## config.mk

```make
export PLATFORM = sky130hd
export DESIGN_NAME = mem_port_arbiter
export DESIGN_NICKNAME = d
export VERILOG_FILES = /design/src/rtl/arb_pkg.sv /design/src/rtl/mem_arb_timer.sv /design/src/rtl/mem_port_arbiter.sv
export SDC_FILE = /design/constraint.sdc
export NUM_CORES = 1
export LEC_CHECK = 0
export CAP_MARGIN = 5
export CORE_MARGIN = 1.5
export CORE_UTILIZATION = 40
export CTS_CLUSTER_SIZE = 16
export DETAILED_ROUTE_END_ITERATION = 12
export PLACE_DENSITY = 0.79
export SLEW_MARGIN = 20
export SYNTH_ARGS = -nofsm -noshare
export SYNTH_HDL_FRONTEND = slang
export SYNTH_HIERARCHICAL = 1
export SYNTH_SLANG_ARGS = --single-unit
export TNS_END_PERCENT = 50
```

## constraint.sdc

```tcl
create_clock -name clk -period 2.5 [get_ports clk]
set_clock_uncertainty 0.05 [all_clocks]
set_input_delay 0.375 -clock clk [delete_from_list [all_inputs] [get_ports clk]]
set_output_delay 0.375 -clock clk [all_outputs]
set_load 0.005 [all_outputs]
```

## src/rtl/arb_pkg.sv

```systemverilog
// Shared definitions for the instruction/data memory port arbiter.
//
// Contents:
//   arb_state_t        - arbiter FSM state encoding (IDLE, BUSY_I, BUSY_D)
//   STARVE_MAX_DEFAULT - consecutive data wins before a waiting fetch is forced
//   TIMEOUT_DEFAULT    - cycles allowed in a busy state before giving up on m_ready
//   cnt_width()        - width of a counter that must hold the values 0..max_val
package arb_pkg;

    typedef enum logic [1:0] {
        IDLE   = 2'd0,
        BUSY_I = 2'd1,
        BUSY_D = 2'd2
    } arb_state_t;

    localparam int STARVE_MAX_DEFAULT = 4;
    localparam int TIMEOUT_DEFAULT    = 16;

    // Never returns less than one bit, so a zero-valued parameter still
    // yields a legal vector.
    function automatic int cnt_width(input int max_val);
        return (max_val < 1) ? 1 : $clog2(max_val + 1);
    endfunction

endpackage

```

## src/rtl/mem_arb_timer.sv

```systemverilog
// Wait/timeout counter for the memory port arbiter.
//
// Counts the cycles the arbiter spends waiting on the shared memory. The
// count restarts from zero whenever clear is high, advances on every cycle
// with en high, and expired flags the enabled cycle that is the TIMEOUT-th
// one of the current wait.
//
// Ports:
//   clk     in   clock, rising edge
//   reset   in   synchronous active-high reset (count to 0)
//   clear   in   restart the count (held high while the arbiter is idle)
//   en      in   count this cycle (arbiter is waiting on memory)
//   expired out  this enabled cycle completes TIMEOUT cycles of waiting
module mem_arb_timer
    import arb_pkg::*;
#(
    parameter int TIMEOUT = TIMEOUT_DEFAULT
) (
    input  logic clk,
    input  logic reset,
    input  logic clear,
    input  logic en,
    output logic expired
);

    localparam int            CW   = cnt_width(TIMEOUT);
    localparam logic [CW-1:0] LAST = CW'(TIMEOUT - 1);

    logic [CW-1:0] cnt;

    // The count saturates at LAST so an enabled-but-unanswered wait never
    // wraps back to a small value.
    always_ff @(posedge clk) begin
        if (reset || clear) begin
            cnt <= '0;
        end else if (en && (cnt != LAST)) begin
            cnt <= cnt + CW'(1);
        end
    end

    // cnt holds the number of waiting cycles already completed, so the
    // cycle that sees LAST is the TIMEOUT-th one.
    assign expired = en && (cnt == LAST);

endmodule

```

## src/rtl/mem_port_arbiter.sv

```systemverilog
// Arbiter sharing one single-port memory between an instruction-fetch port
// and a data (load/store) port.
//
// Arbitration happens only in IDLE. Data wins by default, but after
// STARVE_MAX consecutive data grants made while a fetch was waiting, the
// fetch is forced through. The granted command is latched and held on the
// memory bus until m_ready, or until TIMEOUT cycles pass, in which case the
// port gets valid together with err and keeps its previous read data.
//
// Ports:
//   clk, reset                    clock, synchronous active-high reset
//   if_req, if_addr               fetch request and byte address
//   if_rdata, if_valid, if_err    fetch read data, completion pulse, timeout flag
//   d_req, d_we, d_addr,
//   d_wdata, d_be                 data request, write enable, address, data, byte enables
//   d_rdata, d_valid, d_err       data read data, completion pulse, timeout flag
//   m_req, m_we, m_addr,
//   m_wdata, m_be                 shared memory command
//   m_rdata, m_ready              memory read data and completion strobe
//   stall_if, stall_mem           pipeline stalls for the IF and MEM stages
//
// State  | meaning
// IDLE   | no transaction; arbitration and the bubble between transactions
// BUSY_I | fetch command on the memory bus, waiting for m_ready or timeout
// BUSY_D | data command on the memory bus, waiting for m_ready or timeout
module mem_port_arbiter
    import arb_pkg::*;
#(
    parameter int ADDR_W     = 32,
    parameter int DATA_W     = 32,
    parameter int STARVE_MAX = STARVE_MAX_DEFAULT,
    parameter int TIMEOUT    = TIMEOUT_DEFAULT
) (
    input  logic              clk,
    input  logic              reset,

    input  logic              if_req,
    input  logic [ADDR_W-1:0] if_addr,
    output logic [DATA_W-1:0] if_rdata,
    output logic              if_valid,
    output logic              if_err,

    input  logic              d_req,
    input  logic              d_we,
    input  logic [ADDR_W-1:0] d_addr,
    input  logic [DATA_W-1:0] d_wdata,
    input  logic [3:0]        d_be,
    output logic [DATA_W-1:0] d_rdata,
    output logic              d_valid,
    output logic              d_err,

    output logic              m_req,
    output logic              m_we,
    output logic [ADDR_W-1:0] m_addr,
    output logic [DATA_W-1:0] m_wdata,
    output logic [3:0]        m_be,
    input  logic [DATA_W-1:0] m_rdata,
    input  logic              m_ready,

    output logic              stall_if,
    output logic              stall_mem
);

    localparam int            SW         = cnt_width(STARVE_MAX);
    localparam logic [SW-1:0] STARVE_TOP = SW'(STARVE_MAX);

    arb_state_t        state;
    arb_state_t        state_nxt;
    logic              grant_i;
    logic              grant_d;
    logic              busy;
    logic              expired;

    logic [SW-1:0]     starve_cnt;

    logic [ADDR_W-1:0] lat_addr;
    logic              lat_we;
    logic [DATA_W-1:0] lat_wdata;
    logic [3:0]        lat_be;

    assign busy = (state != IDLE);

    always_comb begin
        state_nxt = state;
        grant_i   = 1'b0;
        grant_d   = 1'b0;
        case (state)
            IDLE: begin
                // Once the starvation limit is reached the data port only
                // yields to a fetch that is actually waiting; with no fetch
                // pending, data keeps being served.
                if (d_req && ((starve_cnt < STARVE_TOP) || !if_req)) begin
                    grant_d   = 1'b1;
                    state_nxt = BUSY_D;
                end else if (if_req) begin
                    grant_i   = 1'b1;
                    state_nxt = BUSY_I;
                end
            end
            BUSY_I, BUSY_D: begin
                if (m_ready || expired) begin
                    state_nxt = IDLE;
                end
            end
            default: state_nxt = IDLE;
        endcase
    end

    always_ff @(posedge clk) begin
        if (reset) begin
            state <= IDLE;
        end else begin
            state <= state_nxt;
        end
    end

    // Counts data wins taken over a waiting fetch.
    always_ff @(posedge clk) begin
        if (reset || grant_i) begin
            starve_cnt <= '0;
        end else if (grant_d && if_req && (starve_cnt < STARVE_TOP)) begin
            starve_cnt <= starve_cnt + SW'(1);
        end
    end

    // Command latches: loaded only on the grant edge, so requester inputs
    // may change freely while the transaction is in flight.
    always_ff @(posedge clk) begin
        if (reset) begin
            lat_addr  <= '0;
            lat_we    <= 1'b0;
            lat_wdata <= '0;
            lat_be    <= 4'b0000;
        end else if (grant_d) begin
            lat_addr  <= d_addr;
            lat_we    <= d_we;
            lat_wdata <= d_wdata;
            lat_be    <= d_be;
        end else if (grant_i) begin
            lat_addr  <= if_addr;
            lat_we    <= 1'b0;
            lat_wdata <= '0;
            lat_be    <= 4'b1111;
        end
    end

    // Completion. m_ready takes priority over a timeout in the same cycle,
    // and only a real m_ready updates the port's read data.
    always_ff @(posedge clk) begin
        if (reset) begin
            if_valid <= 1'b0;
            if_err   <= 1'b0;
            if_rdata <= '0;
            d_valid  <= 1'b0;
            d_err    <= 1'b0;
            d_rdata  <= '0;
        end else begin
            if_valid <= (state == BUSY_I) && (m_ready || expired);
            if_err   <= (state == BUSY_I) && expired && !m_ready;
            d_valid  <= (state == BUSY_D) && (m_ready || expired);
            d_err    <= (state == BUSY_D) && expired && !m_ready;
            if ((state == BUSY_I) && m_ready) begin
                if_rdata <= m_rdata;
            end
            if ((state == BUSY_D) && m_ready) begin
                d_rdata <= m_rdata;
            end
        end
    end

    mem_arb_timer #(
        .TIMEOUT (TIMEOUT)
    ) u_timer (
        .clk     (clk),
        .reset   (reset),
        .clear   (!busy),
        .en      (busy),
        .expired (expired)
    );

    assign m_req   = busy;
    assign m_we    = lat_we;
    assign m_addr  = lat_addr;
    assign m_wdata = lat_wdata;
    assign m_be    = lat_be;

    assign stall_if  = if_req & ~if_valid;
    assign stall_mem = d_req & ~d_valid;

endmodule

```

==> run metrics <==
f_max=424 MHz; PD cells=665 nW/um^2; crit-path max FO=8; CTS buffer count=17; Register-to-Register Path Depth=7; final max-slew violation count=0; sequential area share after synthesis=51.2%; pin count of the biggest net entering global routing=56; final WL=18100 microns; Vias=5908; final setup fails=0; Net count, final=1069; leading area contributor after synthesis=dfxtp_1; # resized after CTS=0; Core ar.=13900 sq um; Util after Layout=66.4%; DIE AREA=15100 sq um; worst flop-to-flop path startpoint=state[1]; max_cap viols=0; Tcrit/Tclk final=94.3%; clk sinks=147; Initial Util=41.3%; hold crit path type=input port to flop; # DRC=0; Detail Placement HPWL=12000 microns; cts hold-fix bufs=0; routed length per instance=16.2 microns; Ant. Diodes=0; Crit-path slowest cell=clkdlybuf4s50_1; final hold vios=0; Distinct cells, synth=35; hold depth=2; Fill cells=1132; Routed Antenna Nets=0; area grow syn2layout=60.8%; Critical Path Max Stage Delay=0.57 ns; number of enable flip-flop cells after synthesis=0; Std-Cell Rows=43; maximum vdd drop=0.000372 V; Worst Hold End=starve_cnt[2]; post-CTS setup buffer count=0; Critical Path RT=2.08 ns; Synthesis Warnings=6; #FFs+latches synth=147; CP endpoint kind=output port; PortBufs=277; Mapped Cells=672; Cell Chain, Critical Path=inv_1, ha_1, inv_1, clkdlybuf4s50_1; design area=9250 sq um; CTS tree=built; all-layer global routing usage=23.8%; Lkg Pwr=3.36 nW; Root Buffer=clkbuf_16; synth top area cells=dfxtp_1, nand2_1, a21oi_1, a2111oi_0, nor2_1; RSZ-0062 raised after global routing=no; r2r setup slk=0.44 ns; worst setup path class=flop to output port; layout cells sized above 1=6.29%; RR Endpoint=m_addr[23]; Clock Latency Late Sink=0.41 ns; final period demand of the worst path=2.36 ns; DR vias/cell=5.28; most repeated library cell on the critical path=inv_1; 1st-iter DRT viols=355; Worst-path clk slew=0.06 ns; synthesized cell area=5750 sq um; min-delay src=reset; status=finished clean; net count after synthesis=816; initial antenna violation count=0; clk buf depth=2; Detailed Routing Iterations Pass 1=5; Placement Cell Area=8650 sq um; top-area cell type share of the netlist area=51.2%; arrival time at the worst endpoint=1.93 ns; Least-Margin Pin Slew=0.627 ns; vias in the first global route=5646; ys flop type=dfxtp_1; first-pass GRT wire length=28300 microns; crit start category=flop; io pins=278; Post-Syn Area per Cell=8.56 sq um; Die Span Y=123 microns; headroom to the max-slew limit=58.0%; placer congestion estimate=0.768; Synth async-reset ratio=0%; die width=123 microns; H-tree depth=4; residual overflow from global routing=0; setup TNS=0 ns
## stage by stage
step | worst slack (ns) | power [mW] | hold slack [ns] | cells
finish | 0.142 | 6.15 | 0.375 | 1118
global route | 0.0449 | 6.41 | 0.386 | 1118
CTS | 0.134 | 6.20 | 0.340 | 1118
detailed placement | 0.0774 | 3.64 | 0.396 | 1086
global placement | 0.157 | 3.63 | 0.391 | 1086
floorplan | 0.605 | 3.02 | 0.402 | 672
## critical path: cells and delay by family (launching register included)
family	cells	cell delay (ns)
buf+inv	3	0.86
flops	1	0.37
fa+ha+maj	1	0.29
## sequential cells by signal (all words and copies together), names as in the netlist
signal,flops
d_rdata,32
m_be,4
d_valid,1
state,2
if_valid,1
if_rdata,32
u_timer/cnt,5
m_wdata,32
starve_cnt,3
m_we,1
if_err,1
d_err,1
m_addr,32
## area by class of cell
cell class | count | area, sq um | share of cell area (%)
Sequential cell | 147 | 2940 | 31.8
Timing Repair Buffer | 295 | 2940 | 31.8
Multi-Input combinational cell | 423 | 2380 | 25.8
Clock buffer | 19 | 453 | 4.90
Tap cell | 180 | 225 | 2.43
Inverter | 41 | 154 | 1.66
Clock inverter | 13 | 150 | 1.62
## cell families after synthesis
group / after synthesis / share of synthesized area [%]
fa+ha+maj: 6 / 1.31
mux: 1 / 0.174
flops: 147 / 51.2
xor+xnor: 2 / 0.305
buf+inv: 102 / 7.53
simple gates: 236 / 16.7
compound gates: 178 / 22.8
## synth_stat cells, types with 5 or more instances
master	count
dfxtp_1	147
a21oi_1	68
a32oi_1	33
a2111oi_0	38
nor2_1	81
buf_6	5
buf_2	10
inv_1	41
ha_1	6
nand2_1	134
clkbuf_1	46
a211oi_1	5
a2111oi_1	26
## worst max path at each step
stage / to / slack [ns] / from
after global routing: m_req / 0.04 / state[1]
after detailed placement: m_addr[31] / 0.08 / if_req
after global placement: m_addr[0] / 0.16 / if_req
after floorplan: state[0] / 0.60 / state[0]
after CTS: m_req / 0.13 / state[0]
final: m_req / 0.14 / state[1]
## routing by layer
layer	GRT usage, %	routed length, microns
met1	28.5	7340
met2	38.8	8660
met3	7.61	1600
met4	11.0	552
met5	0	0
## power by group
| part | switching, mW | internal [mW] |
|---|---|---|
| clock network | 1.02 | 1.54 |
| registers | 0.0742 | 2.49 |
| logic | 0.446 | 0.585 |
| total | 1.54 | 4.61 |
## cells in the final DEF (no fill, tap or decap), types with 2 or more instances in the layout
cell type	n
clkbuf_16	17
a32oi_1	33
clkinv_4	5
nor3b_1	2
nor2_1	81
a2111oi_1	26
buf_4	16
a2111oi_0	38
clkbuf_8	2
inv_6	3
a211oi_1	5
clkinvlp_4	2
clkdlybuf4s50_1	276
and2_1	2
o21ai_0	3
inv_1	41
buf_12	3
bufinv_16	2
ha_1	6
nand3b_1	2
nor2b_1	2
dfxtp_1	147
a21oi_1	68
and2_4	2
a22oi_1	2
nand2b_1	3
nand2_1	133
(Power assumes the default switching activity.)
